<file path="src/rtl/sys_ctrl_pkg.sv">
// Shared opcodes, operand addresses and FSM state encoding for the system
// command decoder.
package sys_ctrl_pkg;

   localparam logic [7:0] CMD_REG_WR  = 8'hAA;
   localparam logic [7:0] CMD_REG_RD  = 8'hBB;
   localparam logic [7:0] CMD_ALU_OP  = 8'hCC;
   localparam logic [7:0] CMD_ALU_NOP = 8'hDD;

   localparam int OPA_ADDR = 0;
   localparam int OPB_ADDR = 1;

   typedef enum logic [3:0] {
      ST_IDLE,
      ST_WR_ADDR,
      ST_WR_DATA,
      ST_RD_ADDR,
      ST_RD_WAIT,
      ST_ALU_A,
      ST_ALU_B,
      ST_ALU_FUN,
      ST_ALU_WAIT
   } cmd_state_e;

endpackage

</file>
<file path="src/rtl/sys_frame_timer.sv">
// Inter-byte frame timer: counts while enabled, restarts on clear, and flags
// expiry on the last count. Present only when CMD_TIMEOUT_EN is defined.
`ifdef CMD_TIMEOUT_EN
module sys_frame_timer #(
   parameter int TIMEOUT_CYCLES = 1024
) (
   input  logic clk,
   input  logic rst,
   input  logic clear,
   input  logic enable,
   output logic expire
);

   localparam int CW = (TIMEOUT_CYCLES > 1) ? $clog2(TIMEOUT_CYCLES) : 1;
   localparam logic [CW-1:0] LAST = CW'(TIMEOUT_CYCLES - 1);

   logic [CW-1:0] count;

   always_ff @(posedge clk or negedge rst) begin
      if (!rst)
         count <= '0;
      else if (clear)
         count <= '0;
      else if (enable)
         count <= count + CW'(1);
   end

   // A clear in the same cycle means the frame made progress, so it wins.
   assign expire = enable & ~clear & (count == LAST);

endmodule
`endif

</file>
<file path="src/rtl/sys_cmd_decoder.sv">
// Receive-side command decoder: turns UART RX byte frames into reg-file and
// ALU operations. Define CMD_TIMEOUT_EN to add the inter-byte frame timeout.
module sys_cmd_decoder
   import sys_ctrl_pkg::*;
#(
   parameter int DATA_WIDTH     = 8,
   parameter int ADDR_WIDTH     = 4,
   parameter int FUN_WIDTH      = 4,
   parameter int TIMEOUT_CYCLES = 1024
) (
   input  logic                    clk,
   input  logic                    rst,
   input  logic [DATA_WIDTH-1:0]   rx_data,
   input  logic                    rx_data_valid,
   input  logic [DATA_WIDTH-1:0]   rd_data,
   input  logic                    rd_data_valid,
   input  logic [2*DATA_WIDTH-1:0] alu_out,
   input  logic                    alu_out_valid,
   output logic                    reg_wr_en,
   output logic                    reg_rd_en,
   output logic [ADDR_WIDTH-1:0]   reg_addr,
   output logic [DATA_WIDTH-1:0]   reg_wr_data,
   output logic                    alu_en,
   output logic [FUN_WIDTH-1:0]    alu_fun,
   output logic                    clk_gate_en,
   output logic                    UART_TX_REG_SEND,
   output logic                    UART_TX_ALU_SEND,
   output logic [DATA_WIDTH-1:0]   reg_data_tx,
   output logic [2*DATA_WIDTH-1:0] alu_data_tx,
   output logic                    frame_err,
   output cmd_state_e              state_dbg
);

   // Handshakes: every *_valid input is a one-cycle strobe sampled on the
   // rising edge with no back-pressure; every strobe and SEND output is a
   // one-cycle registered pulse, and its data is stable while it is high.

   cmd_state_e state_q, state_d;
   logic                    wr_en_d, rd_en_d, alu_en_d, gate_d;
   logic                    reg_send_d, alu_send_d, err_d;
   logic [ADDR_WIDTH-1:0]   addr_d;
   logic [DATA_WIDTH-1:0]   wr_data_d, reg_tx_d;
   logic [FUN_WIDTH-1:0]    fun_d;
   logic [2*DATA_WIDTH-1:0] alu_tx_d;
   logic                    timeout;

`ifdef CMD_TIMEOUT_EN
   logic tmr_clear, tmr_enable;

   // Any accepted event restarts the inter-byte window.
   assign tmr_enable = (state_q != ST_IDLE);
   assign tmr_clear  = rx_data_valid | (state_q == ST_IDLE)
                     | ((state_q == ST_RD_WAIT)  & rd_data_valid)
                     | ((state_q == ST_ALU_WAIT) & alu_out_valid);

   sys_frame_timer #(.TIMEOUT_CYCLES(TIMEOUT_CYCLES)) u_frame_timer (
      .clk    (clk),
      .rst    (rst),
      .clear  (tmr_clear),
      .enable (tmr_enable),
      .expire (timeout)
   );
`else
   logic unused_timeout_cfg;
   assign unused_timeout_cfg = (TIMEOUT_CYCLES == 0);
   assign timeout = 1'b0;
`endif

   always_comb begin
      state_d    = state_q;
      wr_en_d    = 1'b0;
      rd_en_d    = 1'b0;
      reg_send_d = 1'b0;
      alu_send_d = 1'b0;
      err_d      = 1'b0;
      addr_d     = reg_addr;
      wr_data_d  = reg_wr_data;
      alu_en_d   = alu_en;
      gate_d     = clk_gate_en;
      fun_d      = alu_fun;
      reg_tx_d   = reg_data_tx;
      alu_tx_d   = alu_data_tx;
      case (state_q)
         ST_IDLE: if (rx_data_valid) begin
            if (rx_data == DATA_WIDTH'(CMD_REG_WR))       state_d = ST_WR_ADDR;
            else if (rx_data == DATA_WIDTH'(CMD_REG_RD))  state_d = ST_RD_ADDR;
            else if (rx_data == DATA_WIDTH'(CMD_ALU_OP))  state_d = ST_ALU_A;
            else if (rx_data == DATA_WIDTH'(CMD_ALU_NOP)) state_d = ST_ALU_FUN;
         end
         ST_WR_ADDR: if (rx_data_valid) begin
            addr_d  = rx_data[ADDR_WIDTH-1:0];
            state_d = ST_WR_DATA;
         end
         ST_WR_DATA: if (rx_data_valid) begin
            wr_data_d = rx_data;
            wr_en_d   = 1'b1;
            state_d   = ST_IDLE;
         end
         ST_RD_ADDR: if (rx_data_valid) begin
            addr_d  = rx_data[ADDR_WIDTH-1:0];
            rd_en_d = 1'b1;
            state_d = ST_RD_WAIT;
         end
         ST_RD_WAIT: if (rd_data_valid) begin
            reg_tx_d   = rd_data;
            reg_send_d = 1'b1;
            state_d    = ST_IDLE;
         end
         ST_ALU_A: if (rx_data_valid) begin
            addr_d    = ADDR_WIDTH'(OPA_ADDR);
            wr_data_d = rx_data;
            wr_en_d   = 1'b1;
            state_d   = ST_ALU_B;
         end
         ST_ALU_B: if (rx_data_valid) begin
            addr_d    = ADDR_WIDTH'(OPB_ADDR);
            wr_data_d = rx_data;
            wr_en_d   = 1'b1;
            state_d   = ST_ALU_FUN;
         end
         ST_ALU_FUN: if (rx_data_valid) begin
            fun_d    = rx_data[FUN_WIDTH-1:0];
            alu_en_d = 1'b1;
            gate_d   = 1'b1;
            state_d  = ST_ALU_WAIT;
         end
         ST_ALU_WAIT: if (alu_out_valid) begin
            alu_tx_d   = alu_out;
            alu_send_d = 1'b1;
            alu_en_d   = 1'b0;
            gate_d     = 1'b0;
            state_d    = ST_IDLE;
         end
         default: state_d = ST_IDLE;
      endcase
      // An abandoned frame is dropped without side effects.
      if (timeout) begin
         state_d    = ST_IDLE;
         wr_en_d    = 1'b0;
         rd_en_d    = 1'b0;
         reg_send_d = 1'b0;
         alu_send_d = 1'b0;
         alu_en_d   = 1'b0;
         gate_d     = 1'b0;
         err_d      = 1'b1;
      end
   end

   always_ff @(posedge clk or negedge rst) begin
      if (!rst) begin
         state_q          <= ST_IDLE;
         reg_wr_en        <= 1'b0;
         reg_rd_en        <= 1'b0;
         reg_addr         <= '0;
         reg_wr_data      <= '0;
         alu_en           <= 1'b0;
         alu_fun          <= '0;
         clk_gate_en      <= 1'b0;
         UART_TX_REG_SEND <= 1'b0;
         UART_TX_ALU_SEND <= 1'b0;
         reg_data_tx      <= '0;
         alu_data_tx      <= '0;
         frame_err        <= 1'b0;
      end else begin
         state_q          <= state_d;
         reg_wr_en        <= wr_en_d;
         reg_rd_en        <= rd_en_d;
         reg_addr         <= addr_d;
         reg_wr_data      <= wr_data_d;
         alu_en           <= alu_en_d;
         alu_fun          <= fun_d;
         clk_gate_en      <= gate_d;
         UART_TX_REG_SEND <= reg_send_d;
         UART_TX_ALU_SEND <= alu_send_d;
         reg_data_tx      <= reg_tx_d;
         alu_data_tx      <= alu_tx_d;
         frame_err        <= err_d;
      end
   end

   assign state_dbg = state_q;

endmodule
</file>
<file path="config.mk">
export PLATFORM = sky130hd
export DESIGN_NAME = sys_cmd_decoder
export DESIGN_NICKNAME = d
export VERILOG_FILES = /design/src/rtl/sys_ctrl_pkg.sv /design/src/rtl/sys_frame_timer.sv /design/src/rtl/sys_cmd_decoder.sv
export SDC_FILE = /design/constraint.sdc
export NUM_CORES = 1
export LEC_CHECK = 0
export BUFFER_PORTS_ARGS = -buffer_cell sky130_fd_sc_hd__buf_2
export CAP_MARGIN = 20
export CELL_PAD_IN_SITES_DETAIL_PLACEMENT = 1
export CELL_PAD_IN_SITES_GLOBAL_PLACEMENT = 2
export CORE_MARGIN = 10
export CORE_UTILIZATION = 27
export DETAILED_ROUTE_END_ITERATION = 8
export HOLD_SLACK_MARGIN = 0.12
export PLACE_DENSITY = 0.76
export SKIP_CTS_REPAIR_TIMING = 1
export SYNTH_ARGS = -nofsm -noshare
export SYNTH_HDL_FRONTEND = slang
export SYNTH_HIERARCHICAL = 1
export SYNTH_SLANG_ARGS = --single-unit
</file>
<file path="constraint.sdc">
create_clock -name clk -period 1.8 [get_ports clk]
set_input_delay 0.27 -clock clk [delete_from_list [all_inputs] [get_ports clk]]
set_output_delay 0.27 -clock clk [all_outputs]
set_load 0.005 [all_outputs]
</file>
==> results of run 1 <==
placed cells by master (no fill, tap or decap), drive strengths merged:
master | Yosys | final
nor4b | 1 | 1
xor2 | 1 | 1
and4bb | 1 | 1
nand4 | 2 | 2
clkbuf | 3 | 7
o31ai | 1 | 1
and2 | 1 | 1
nor2 | 4 | 4
o2111ai | 2 | 2
nor4 | 1 | 1
or2b | 1 | 1
nand2b | 4 | 4
buf | 4 | 97
a211o | 1 | 1
clkinvlp | 0 | 1
or2 | 1 | 1
inv | 2 | 2
or4b | 2 | 2
nand3b | 1 | 1
o21bai | 1 | 1
xnor2 | 2 | 2
nand2 | 5 | 5
nor3 | 3 | 3
nor2b | 4 | 4
nand3 | 2 | 2
nor4bb | 1 | 1
o21ai | 3 | 3
or4 | 1 | 1
dfrtp | 49 | 49
a21oi | 7 | 7
mux2 | 41 | 41
conb | 1 | 1
final cells by class:
class | count | area share
clock buffer | 7 | 0.02751
clock inverter | 1 | 0.002706
inverter | 2 | 0.002706
multi-input combinational | 95 | 0.2954
sequential | 49 | 0.4420
tap | 99 | 0.04466
timing repair buffer | 97 | 0.1849
through the flow:
step           instances  TNS [ps]
4_1_cts              350    -31.82
2_1_floorplan        153         0
3_5_place_dp         342    -17.34
6_report             350         0
3_3_place_gp         342         0
5_1_grt              350    -55.19
worst max-delay path, cell delays in order (launching register included):
cell and delay (ps):
dfrtp_1 410, or4b_1 530, a21oi_2 210, nor4b_1 70, or4_1 450
registers in the layout, summed over array words and instances, names as in the netlist:
register          count
alu_data_tx          16
reg_data_tx           8
reg_wr_data           8
alu_fun               4
reg_addr              4
state_dbg             4
UART_TX_ALU_SEND      1
UART_TX_REG_SEND      1
clk_gate_en           1
reg_rd_en             1
reg_wr_en             1
cell families after synthesis:
group / Yosys count
other cells: 1
simple gates: 35
mux: 41
compound gates: 15
xor+xnor: 3
flops: 49
buf+inv: 9
layer usage:
layer / up-vias / share of wire / routed length (um) / global-route usage
li1: 732 / - / - / -
met1: 780 / 0.37 / 2255 / 0.1083
met2: 51 / 0.52 / 3110 / 0.1765
met3: 5 / 0.10 / 618 / 0.05868
met4: 0 / 0.0081 / 49 / 0.02863
met5: - / 0 / 0 / 0
how the worst max path moves through the flow:
stage                              end  slack, ps  cells after the start
after floorplan           state_dbg[2]       0.06                      4
after global placement    state_dbg[2]          4                      4
after CTS                 state_dbg[2]        -30                      4
after detailed placement  state_dbg[2]        -20                      4
final                     state_dbg[2]         10                      4
after global routing      state_dbg[2]        -60                      5
synth_stat cells (all sizes together) (2+ instances only):
cell type and count:
clkbuf 3, a21oi 7, mux2 41, o21ai 3, or4b 2, nand3 2, nor2 4, buf 4
nand2b 4, o2111ai 2, dfrtp 49, xnor2 2, nor3 3, inv 2, nand4 2, nor2b 4
nand2 5
report_power, final:
group | leakage, nW | internal, mW | switching, mW
Clock | 0.0385 | 0.276 | 0.371
Sequential | 0.629 | 1.53 | 0.203
Combinational | 0.775 | 0.875 | 0.731
==> reports/results.ini, run 1 <==
[status]
status=finished, final reports clean

[sta]
hold_violations=0
rsz0062_at_grt=true
slew_headroom=0.5582
setup_viol=0
min_period_ps=1786
layout_setup_ws_ps=14.34
holdWs_ps=73.44
worstMarginPinSlew_ps=662.8
skew_ps=6.276
max_freq_mhz=560.0
fin_crit_sh=0.9920
slew_viol_final=0

[global_routing]
grt_first_pass_wirelength_mm=9.487
grt_max_degree=50
grt-ovfl-total=0
grt_usage=0.1042
first_global_vias=1785
antenna_found_initial=0

[logic_synthesis]
synth_top_cell_by_area=dfrtp_1
synth-async-reset-ratio=1.000
synth_top_cell_area_share=0.5911
synth_compound_area_frac=0.04765
seq_area_frac_synth=0.5911
yosys.area_share.adder=0
syn_nets=190
synth-edff-count=0
synth_top_family_by_area=multiplexers
synthTopCellsByArea=dfrtp_1 59%, mux2_2 22%, a21oi_1 1.2%
yosys.area_share.simple=0.1031
postSynthCellCount=153
ys_ff_latch=49
muxShareOfSynthArea=0.2226
netlist_area_um2=2074
syn_avg_cell_area_um2=13.56
yosysWarningCount=6
ys.flop_type=dfrtp_1
synthDistinctLibCells=34
synth-xor-area-share=0.01267

[clocking]
cts_root_buffer=clkbuf_8
clockBufferDepth=2
clock_latency_ps=300
clock-sinks=49
cts_made_buffers=5
tritoncts=done
htree_levels=2
clkTransAtPathRegs_ps=90

[place]
dpl-instance-area_um2=2675
portBuffers=86
hpwl_mm=4.575
post-place-ws_ps=-17.34
globalplace.congestion=0.7416

[final_layout]
nFillCells=847
drive_above_1_share=0.5936
final_nets=287
antenna_cells=0
multiInputGateArea_um2=819.5
final_core_util=0.3764
register_area_um2=1226
fin_area_um2=2774
area_growth_pct=33.72

[critical_path]
crit_type=reg -> reg
setup.worst_path.start=state_dbg[1]
cp-end-kind=flip-flop
startpoint_type=flip-flop
reg2reg_slack_ps=10
crit_arrival_ps=1960
rr_startpoint=state_dbg[1]
timing.rr.end=state_dbg[2]
required_ps=1970
worstRegToRegCells=4
cp_max_fo=3

[floorplan]
design.core.area_um2=7370
initial_utilization=0.2815
dieHeight_um=107.7
placementRows=31
dieArea_um2=11590
io_pins=88
die_w_um=107.7

[routing]
post_drt_via_cell_ratio=4.480
drtIter0Drc=20
totalWireLength_mm=6.034
drc_errors=0
vias=1568
wl_per_cell_um=17.24
drt_pre_antenna_iters=4
ant_nets=0

[worst_hold_path]
hold_class=in -> async

[power_and_ir_drop]
power_density_nw_per_um2=1436
power_mw=3.983
leakage_nw=1.443
ir_drop_v=0.0005703

[job]
cap_violations=0

Power figures use the tool's default switching activity.
==> inputs of run 2 (changes only) <==
- CORE_UTILIZATION: 27 -> 30
- PLACE_DENSITY: 0.76 -> 0.79
- clock period: 1.8 -> 2 ns (I/O delays scaled with it)
==> reports/results.ini, run 2 (synthesis results as in run 1) <==
[status]
status=finished, final reports clean

[routing]
wl_per_cell_um=16.92
totalWireLength_mm=5.602
vias=1575
drtIter0Drc=19
post_drt_via_cell_ratio=4.758
drc_errors=0
drt_pre_antenna_iters=4
ant_nets=0

[power_and_ir_drop]
switching_share=0.3218
power_mw=3.557
internal_power_mw=2.412
leakage_nw=1.444
combPwrFrac=0.399
clockPowerShare=0.162
power_density_nw_per_um2=1293
p_switching_mw=1.145
ir_drop_v=0.0004331
p_seq_frac=0.439

[worst_hold_path]
hold_class=in -> reg

[critical_path]
startpoint_type=flip-flop
cp_max_fo=7
path_buf_inv=0
slowest_stage=or4b_1
cp-end-kind=flip-flop
required_ps=2170
crit_family=simple AND/OR/NAND/NOR gates
reg2reg_slack_ps=90
slowest_delay_ps=550
crit_arrival_ps=2080
crit_type=reg -> reg
cp_cell_sequence=or4b_1, a21oi_1, nor4b_1, or4_1

[clocking]
clock-sinks=49
clkTransAtPathRegs_ps=90
clockBufferDepth=2
cts_made_buffers=5
tritoncts=done
clock_latency_ps=300
htree_levels=2
cts_root_buffer=clkbuf_8

[global_routing]
grt_first_pass_wirelength_mm=8.728
grt-ovfl-total=0
first_global_vias=1689
grt_max_degree=29
antenna_found_initial=0
grt_usage=0.1057

[final_layout]
area_growth_pct=32.57
layout_commonest_cell=buf_2
top_regs=alu_data_tx x16, reg_data_tx x8, reg_wr_data x8
largest_register_ffs=16
final_nets=287
layout_common_cells=86 x buf_2, 49 x dfrtp_1, 40 x mux2_2, 9 x buf_4
antenna_cells=0
regMostFlops=alu_data_tx
drive_above_1_share=0.5817

[floorplan]
design.core.area_um2=6756
die_w_um=103.2
dieArea_um2=10640
io_pins=88
placementRows=30
initial_utilization=0.3070
dieHeight_um=103.2

[place]
hpwl_mm=4.437
globalplace.congestion=0.8448
portBuffers=86

[sta]
slew_viol_final=0
hold_violations=0
worstMarginPinSlew_ps=523.8
fin_crit_sh=0.9534
skew_ps=5.049
max_freq_mhz=524.4
setup_viol=0
slew_headroom=0.6508
rsz0062_at_grt=false
min_period_ps=1907
final.setup.tns_ps=0

[job]
cap_violations=0

-- run 2: power groups by stage --
stage / Sequential (mW) / Combinational (mW) / Clock (mW)
floorplan: 1.62 / 0.700 / 0
global placement: 1.57 / 1.44 / 0
detailed placement: 1.59 / 1.46 / 0
CTS: 1.57 / 1.46 / 0.610
global route: 1.61 / 1.59 / 0.638
finish: 1.56 / 1.42 / 0.576
-- run 2: stage by stage --
| step | util | instance area (um^2) | cells | worst slack, ps | hold slack (ps) |
|---|---|---|---|---|---|
| 5_1_grt | 0.4070 | 2750 | 331 | 0.8709 | 211.3 |
| 2_1_floorplan | - | 2074 | 153 | 200.1 | 4.409 |
| 3_3_place_gp | 0.3931 | 2656 | 322 | 145.2 | 304.6 |
| 6_report | 0.4070 | 2750 | 331 | 93.11 | 223.1 |
| 4_1_cts | 0.4056 | 2740 | 330 | 88.20 | -13.22 |
| 3_5_place_dp | 0.3931 | 2656 | 322 | 87.46 | 322.8 |
-- run 2: worst paths after layout --
path                                     start         endpoint  cells after the start
min in group asynchronous                  rst   alu_data_tx[6]                      2
worst min register to register  alu_data_tx[4]   alu_data_tx[4]                      1
worst max register to register    state_dbg[0]     state_dbg[2]                      4
worst min-delay path             alu_out_valid     state_dbg[3]                      2
max in group asynchronous                  rst  alu_data_tx[11]                      3
worst max-delay path              state_dbg[0]     state_dbg[2]                      4
-- run 2: final cells by class --
| type | count | area [um^2] |
|---|---|---|
| clock buffers | 7 | 76.32 |
| fillers | 769 | 4006 |
| repair buffers | 97 | 528.0 |
| multi-input cells | 95 | 804.5 |
| well taps | 80 | 100.1 |
| clock inverters | 1 | 7.507 |
| inverters | 2 | 7.507 |
| flip-flops and latches | 49 | 1226 |
-- run 2: worst register-to-register path, delay by kind of cell (launching register included) --
kind / cells / cell delay (ps)
compound gates: 1 / 240
flops: 1 / 450
simple gates: 3 / 1110
-- run 2: layer usage --
metal / wire length (um) / vias to the layer above / global-route usage
li1: - / 733 / -
met1: 2248 / 781 / 0.1165
met2: 2687 / 54 / 0.1706
met3: 582 / 7 / 0.05831
met4: 83 / 0 / 0.03209
met5: 0 / - / 0
